--- src/rtl/mem_arbiter_if.sv ---
// mem_arbiter_if: core-side request/grant/done ports and SRAM bus of the memory arbiter
interface mem_arbiter_if #(parameter int AW = 32);
  logic          if_req;
  logic [AW-1:0] if_addr;
  logic          if_gnt;
  logic          if_done;
  logic          d_req;
  logic          d_we;
  logic [AW-1:0] d_addr;
  logic [1:0]    d_size;
  logic [31:0]   d_wdata;
  logic          d_gnt;
  logic          d_done;
  logic          d_err;
  logic [31:0]   rdata;
  logic          sram_cs;
  logic          sram_oe;
  logic          sram_rwr;
  logic [AW-1:0] sram_addr;
  logic [1:0]    sram_dsize;
  logic [31:0]   sram_wdata;
  logic          sram_wdata_oe;
  logic [31:0]   sram_rdata;
  modport master (
    input  if_req, if_addr, d_req, d_we, d_addr, d_size, d_wdata, sram_rdata,
    output if_gnt, if_done, d_gnt, d_done, d_err, rdata,
           sram_cs, sram_oe, sram_rwr, sram_addr, sram_dsize, sram_wdata, sram_wdata_oe
  );
  modport slave (
    output if_req, if_addr, d_req, d_we, d_addr, d_size, d_wdata, sram_rdata,
    input  if_gnt, if_done, d_gnt, d_done, d_err, rdata,
           sram_cs, sram_oe, sram_rwr, sram_addr, sram_dsize, sram_wdata, sram_wdata_oe
  );
endinterface

--- src/rtl/mem_arbiter.sv ---
// mem_arbiter: shares one SRAM between fetch and load/store, one access at a time.
// MEM_ARB_RR_EN selects round-robin tie-breaking instead of data priority with MAX_WAIT starvation limit.
module mem_arbiter #(
  parameter int MAX_WAIT = 4,
  parameter int AW = 32
) (
  input logic clk,
  input logic rts,
  mem_arbiter_if.master bus
);
  typedef enum logic [2:0] {IDLE, RD, WR, WREC, ERR} state_t;
  state_t state, state_n;
  logic [AW-1:0] addr_q;
  logic [1:0] size_q;
  logic [31:0] wdata_q;
  logic own_d;
  logic pick_d, if_g, d_g, mis;
  assign mis = (bus.d_size == 2'd1 && bus.d_addr[0]) || (bus.d_size[1] && bus.d_addr[1:0] != 2'b00);
`ifdef MEM_ARB_RR_EN
  logic rr_d;
  assign pick_d = bus.d_req && (!bus.if_req || rr_d);
  always_ff @(posedge clk)
    if (rts) rr_d <= 1'b1;
    else if (if_g || d_g) rr_d <= if_g;
`else
  logic [3:0] cnt;
  assign pick_d = bus.d_req && (!bus.if_req || cnt != 4'(MAX_WAIT));
  always_ff @(posedge clk)
    if (rts || if_g) cnt <= 4'd0;
    else if (d_g && bus.if_req && cnt != 4'(MAX_WAIT)) cnt <= cnt + 4'd1;
`endif
  always_ff @(posedge clk)
    state <= rts ? IDLE : state_n;
  always_comb begin
    state_n = state;
    if_g = 1'b0;
    d_g = 1'b0;
    bus.sram_cs = 1'b1;
    bus.sram_oe = 1'b1;
    bus.sram_rwr = 1'b1;
    bus.sram_wdata_oe = 1'b0;
    bus.sram_addr = '0;
    bus.sram_dsize = 2'd3;
    bus.sram_wdata = 32'd0;
    case (state)
      IDLE: begin
        d_g = !rts && pick_d;
        if_g = !rts && bus.if_req && !pick_d;
        state_n = if_g ? RD : !d_g ? IDLE : mis ? ERR : bus.d_we ? WR : RD;
      end
      RD: begin
        bus.sram_cs = 1'b0;
        bus.sram_oe = 1'b0;
        bus.sram_addr = addr_q;
        bus.sram_dsize = size_q;
        state_n = IDLE;
      end
      WR, WREC: begin
        bus.sram_cs = 1'b0;
        bus.sram_rwr = state == WREC;
        bus.sram_wdata_oe = 1'b1;
        bus.sram_addr = addr_q;
        bus.sram_dsize = size_q;
        bus.sram_wdata = wdata_q;
        state_n = state == WR ? WREC : IDLE;
      end
      default: state_n = IDLE;
    endcase
  end
  assign bus.if_gnt = if_g;
  assign bus.d_gnt = d_g;
  always_ff @(posedge clk)
    if (rts) begin
      addr_q <= '0;
      size_q <= 2'd3;
      wdata_q <= 32'd0;
      own_d <= 1'b0;
      bus.rdata <= 32'd0;
      bus.if_done <= 1'b0;
      bus.d_done <= 1'b0;
      bus.d_err <= 1'b0;
    end else begin
      if (if_g) begin
        addr_q <= bus.if_addr;
        size_q <= 2'd3;
        own_d <= 1'b0;
      end else if (d_g) begin
        addr_q <= bus.d_addr;
        size_q <= bus.d_size[1] ? 2'd3 : bus.d_size;
        wdata_q <= bus.d_wdata;
        own_d <= 1'b1;
      end
      if (state == RD) bus.rdata <= bus.sram_rdata;
      bus.if_done <= state == RD && !own_d;
      bus.d_done <= (state == RD && own_d) || state == WREC || state == ERR;
      bus.d_err <= state == ERR;
    end
endmodule

--- src/flat_wrapper.sv ---
// flat-port wrapper written by rule: the top's interface ports become plain ports
module mem_arbiter_flat 
#(
  parameter int MAX_WAIT = 4,
  parameter int AW = 32
)
  (clk, rts, bus_if_req, bus_if_addr, bus_d_req, bus_d_we, bus_d_addr, bus_d_size, bus_d_wdata, bus_sram_rdata, bus_if_gnt, bus_if_done, bus_d_gnt, bus_d_done, bus_d_err, bus_rdata, bus_sram_cs, bus_sram_oe, bus_sram_rwr, bus_sram_addr, bus_sram_dsize, bus_sram_wdata, bus_sram_wdata_oe);
  mem_arbiter_if #(.AW(AW)) bus_i ();
  input logic clk;
  input logic rts;
  input wire logic [$bits(bus_i.if_req)-1:0] bus_if_req;
  input wire logic [$bits(bus_i.if_addr)-1:0] bus_if_addr;
  input wire logic [$bits(bus_i.d_req)-1:0] bus_d_req;
  input wire logic [$bits(bus_i.d_we)-1:0] bus_d_we;
  input wire logic [$bits(bus_i.d_addr)-1:0] bus_d_addr;
  input wire logic [$bits(bus_i.d_size)-1:0] bus_d_size;
  input wire logic [$bits(bus_i.d_wdata)-1:0] bus_d_wdata;
  input wire logic [$bits(bus_i.sram_rdata)-1:0] bus_sram_rdata;
  output wire logic [$bits(bus_i.if_gnt)-1:0] bus_if_gnt;
  output wire logic [$bits(bus_i.if_done)-1:0] bus_if_done;
  output wire logic [$bits(bus_i.d_gnt)-1:0] bus_d_gnt;
  output wire logic [$bits(bus_i.d_done)-1:0] bus_d_done;
  output wire logic [$bits(bus_i.d_err)-1:0] bus_d_err;
  output wire logic [$bits(bus_i.rdata)-1:0] bus_rdata;
  output wire logic [$bits(bus_i.sram_cs)-1:0] bus_sram_cs;
  output wire logic [$bits(bus_i.sram_oe)-1:0] bus_sram_oe;
  output wire logic [$bits(bus_i.sram_rwr)-1:0] bus_sram_rwr;
  output wire logic [$bits(bus_i.sram_addr)-1:0] bus_sram_addr;
  output wire logic [$bits(bus_i.sram_dsize)-1:0] bus_sram_dsize;
  output wire logic [$bits(bus_i.sram_wdata)-1:0] bus_sram_wdata;
  output wire logic [$bits(bus_i.sram_wdata_oe)-1:0] bus_sram_wdata_oe;
  assign bus_i.if_req = bus_if_req;
  assign bus_i.if_addr = bus_if_addr;
  assign bus_i.d_req = bus_d_req;
  assign bus_i.d_we = bus_d_we;
  assign bus_i.d_addr = bus_d_addr;
  assign bus_i.d_size = bus_d_size;
  assign bus_i.d_wdata = bus_d_wdata;
  assign bus_i.sram_rdata = bus_sram_rdata;
  assign bus_if_gnt = bus_i.if_gnt;
  assign bus_if_done = bus_i.if_done;
  assign bus_d_gnt = bus_i.d_gnt;
  assign bus_d_done = bus_i.d_done;
  assign bus_d_err = bus_i.d_err;
  assign bus_rdata = bus_i.rdata;
  assign bus_sram_cs = bus_i.sram_cs;
  assign bus_sram_oe = bus_i.sram_oe;
  assign bus_sram_rwr = bus_i.sram_rwr;
  assign bus_sram_addr = bus_i.sram_addr;
  assign bus_sram_dsize = bus_i.sram_dsize;
  assign bus_sram_wdata = bus_i.sram_wdata;
  assign bus_sram_wdata_oe = bus_i.sram_wdata_oe;
  mem_arbiter #(.MAX_WAIT(MAX_WAIT), .AW(AW)) u_core (.clk(clk), .rts(rts), .bus(bus_i));
endmodule
--- config.mk ---
export PLATFORM = sky130hd
export DESIGN_NAME = mem_arbiter_flat
export DESIGN_NICKNAME = d
export VERILOG_FILES = /design/src/rtl/mem_arbiter_if.sv /design/src/rtl/mem_arbiter.sv /design/src/flat_wrapper.sv
export SDC_FILE = /design/constraint.sdc
export NUM_CORES = 1
export LEC_CHECK = 0
export BUFFER_PORTS_ARGS = -buffer_cell sky130_fd_sc_hd__buf_4
export CORE_UTILIZATION = 45
export DETAILED_ROUTE_END_ITERATION = 8
export PLACE_DENSITY = 0.79
export SYNTH_ARGS = -nofsm -noshare
export SYNTH_HDL_FRONTEND = slang
export SYNTH_SLANG_ARGS = --single-unit
--- constraint.sdc ---
create_clock -name clk -period 2 [get_ports clk]
set_input_delay 0.1 -clock clk [delete_from_list [all_inputs] [get_ports clk]]
set_output_delay 0.1 -clock clk [all_outputs]
set_load 0.005 [all_outputs]
==> flow_summary.ini <==
[logic_synthesis]
synth-seq-cells = 109
netlist_top_cells_area = dfxtp_1, nand2_1, and2_1
synthDominantAreaCellType = dfxtp_1
ys_dominant_reg_cell = dfxtp_1
netlist-cell-type-count = 42
synth_async_sr_flop_share_pct = 0
synth-edff-count = 0
syn_area_mm2 = 0.004745
postSynthNetCount = 730
avgSynthCellArea_um2 = 8.001
synth.yosys.seq_area_share_pct = 45.99
synth_cells = 593
netlist.area_leader.share_pct = 45.99
ys.warnings.count = 0

[setup_path]
r2r_end = u_core.addr_q[25]
critical-path-max-stage-delay_ps = 360
timing.reg2reg.setup_slack_ps = 150
critical_path_class = reg2out
critical_path_required_ps = 1900
path_delay_family = buffers and inverters
end_kind = primary output
timing.reg2reg.worst_path_depth = 8
critical_path.reg2reg.startpoint = u_core.cnt[0]
arrival_ps = 1800
cp_slowest_cell = dfxtp_1
critPathMaxFanout = 11
timing.critical_path.from_type = flop
worstPathCellList = inv_1, ha_1, and4b_1, o21ai_2, inv_2, buf_4
critical_path_buf_inv_count = 3

[drt]
routed_wire_length_per_instance_um = 15.59
initialDrtViolationCount = 447
detailroute.via_count = 5405
antenna_left = 0
post-route-drc-count = 0
drt-total-wl_um = 16360
drt-vias-per-instance = 5.153
drt_pass1_iterations = 6

[timing]
setup_viol_count_final = 0
fmax_mhz = 527.3
timing.final.hold_violations = 0
worst_slack_ps = 103.5
finalHoldWorstSlack_ps = 16.30
timing.final.max_slew_violations = 0
fin_worst_skew_ps = 10.03
worst_pin_slew_ps = 586.7
timing.slew.headroom_pct = 60.88
timing.final.crit_share_pct = 94.82
fin_crit_ps = 1896
timing.setup.tns_ps = 0
rsz_0062_raised_after_global_routing = true

[hold_path]
hold_path_class = in2reg
min_delay_path_depth = 3
capture_endpoint_of_the_worst_hold_path = u_core.addr_q[22]
worstHoldStart = bus_if_addr[22]

[grt]
first_pass_grt_wire_length_um = 25820
via_count_of_the_first_global_routing_pass = 5376
pin_count_of_the_biggest_net_entering_global_routing = 58
globalRouteOverflowTotal = 0
number_of_antenna_violations_at_the_first_check_in_global_routing = 0
grt.total_usage_pct = 29.20

[power]
power_density_mw_per_mm2 = 609.9
p_comb_share_pct = 21.7
power_frac_clock_pct = 27.5
power_switching_share_pct = 26.92
net-switching-power_mw = 1.285
power_report.internal_total_mw = 3.488
cellLeakagePower_nw = 3.582
irDropWorstVdd_v = 0.0005038
seq_power_share_pct = 50.8

[place]
finalWeightedCongestion = 0.8167
hpwlAfterDp_um = 10040
portBuffers = 241
number_of_placed_cells_counting_well_taps = 938
pre_cts_ws_ps = 133.7

[cts]
numCtsBuffers = 9
clock_tree.htree_level_count = 3
tritoncts = yes
clock_insertion_delay_worst_skew_ps = 360
cts_sinks = 109
root_buffer_master = clkbuf_8
cts_buffer_depth = 2
path_clk_slew_ps = 90

[die]
die_h_um = 104.7
chipWidth_um = 104.7
fp.dieArea_mm2 = 0.01096
core.rowCount = 37
starting_utilization_of_the_core_area_pct = 46.17
placeableCoreArea_mm2 = 0.01028
io_pins = 242

[outcome]
status = finished, final reports clean

[finish]
final.fill_count = 691
antennaDiodeCount = 0
finalNonFillerCells = 1049
drive_above_1_share_pct = 31.11
final_design_utilization_pct = 76.14
net_count_of_the_finished_layout = 1046
layout-area-overhead-vs-synth_pct = 64.93

[flow_run]
max_cap_viol_count = 0
cells in the final DEF, fill, tap and decap left out, types with 3 or more instances in the layout:
cell / instances
buf_4: 252
nand2_1: 116
dfxtp_1: 107
dlygate4sd3_1: 94
and2_1: 64
nor2_1: 41
inv_1: 36
a21oi_1: 33
o21ai_1: 33
nand3b_1: 32
a311oi_1: 25
clkbuf_8: 9
o22ai_1: 7
a211oi_2: 5
nor3_1: 5
nand4_1: 3
mux2i_1: 3
clkbuf_1: 3
buf_12: 3
cells in the mapped netlist, types with 2 or more instances:
cell and n:
nand4_1 3, o21ai_1 33, ha_1 2, mux2i_1 3, a21oi_1 33, inv_2 3
nor2b_1 2, nor4_1 2, a311oi_1 25, inv_1 36, a211oi_1 2, a31oi_1 2
nor3_1 5, buf_6 2, clkbuf_1 30, and2_1 64, nand3b_1 32, nand2b_1 2
buf_2 12, o21ai_0 2, a211oi_2 5, or3_1 2, nor2_1 43, dfxtp_1 109
o22ai_1 7, nand2_1 116
layer usage:
layer | wire length (µm) | GRT usage, % | vias to the layer above
li1 | - | - | 2596
met1 | 6453 | 33.27 | 2472
met2 | 7992 | 50.95 | 279
met3 | 1245 | 6.737 | 58
met4 | 667 | 14.89 | 0
met5 | 0 | 0 | -
kinds of logic after synthesis:
kind of cell	synth area share, %
and+or+nand+nor	29.72
AOI/OAI and AO/OA	15.30
DFF	45.99
buffers and inverters	7.463
muxes	0.6329
xor gates and xnor gates	0.3693
adders and majority gates	0.5273
power groups by stage:
stage / sequential, mW / clock, mW / combinational [mW]
global route: 2.44 / 1.42 / 1.12
floorplan: 2.44 / 0 / 0.440
global placement: 2.46 / 0 / 0.836
finish: 2.42 / 1.31 / 1.03
CTS: 2.42 / 1.34 / 1.01
detailed placement: 2.47 / 0 / 0.860
worst reg2reg max path: cells and delay by family (launching register included):
kind | cells | cell delay (ps)
compound gates | 2 | 390
flops | 1 | 330
simple gates | 2 | 350
fa+ha+maj | 1 | 190
buf+inv | 3 | 500
timing repair:
item / CTS / global route
gates resized for setup: 0 / 6
buffers inserted: 0 / 2
hold endpoints to repair: 85 / 0
endpoints found under the setup margin: 0 / 39
hold buffers: 94 / 0
metrics by stage:
stage | total power [mW] | area (µm²)
floorplan | 2.882 | 4745
global placement | 3.292 | 6674
detailed placement | 3.326 | 6674
CTS | 4.763 | 7797
global route | 4.984 | 7825
finish | 4.772 | 7825
flip-flops by register name (all words and copies together), names as in the netlist:
name and count:
u_core.state 3, u_core.own_d 1, u_core.bus.d_err 1, u_core.addr_q 32, u_core.cnt 4, u_core.wdata_q 32, u_core.bus.if_done 1, u_core.bus.rdata 32
u_core.bus.d_done 1, u_core.size_q 2
worst max-delay path by stage:
stage / start / end / slack (ps) / depth (start not counted)
floorplan: u_core.cnt[0] / u_core.addr_q[19] / 220 / 7
global placement: u_core.cnt[0] / u_core.addr_q[16] / 180 / 7
detailed placement: u_core.cnt[0] / u_core.addr_q[30] / 130 / 7
CTS: u_core.state[1] / bus_d_gnt / 30 / 6
global route: u_core.cnt[0] / bus_if_gnt / -20 / 6
finish: u_core.cnt[0] / bus_if_gnt / 100 / 6
area by class of cell:
| class | instances | area, µm² | area share, % |
|---|---|---|---|
| Tap cell | 136 | 170.2 | 2.175 |
| Clock inverter | 3 | 47.55 | 0.6076 |
| Multi-Input combinational cell | 399 | 2223 | 28.41 |
| Timing Repair Buffer | 351 | 2915 | 37.26 |
| Inverter | 39 | 148.9 | 1.903 |
| Clock buffer | 12 | 135.1 | 1.727 |
| Sequential cell | 109 | 2185 | 27.92 |
No activity file was read; power rests on OpenSTA's default activity.
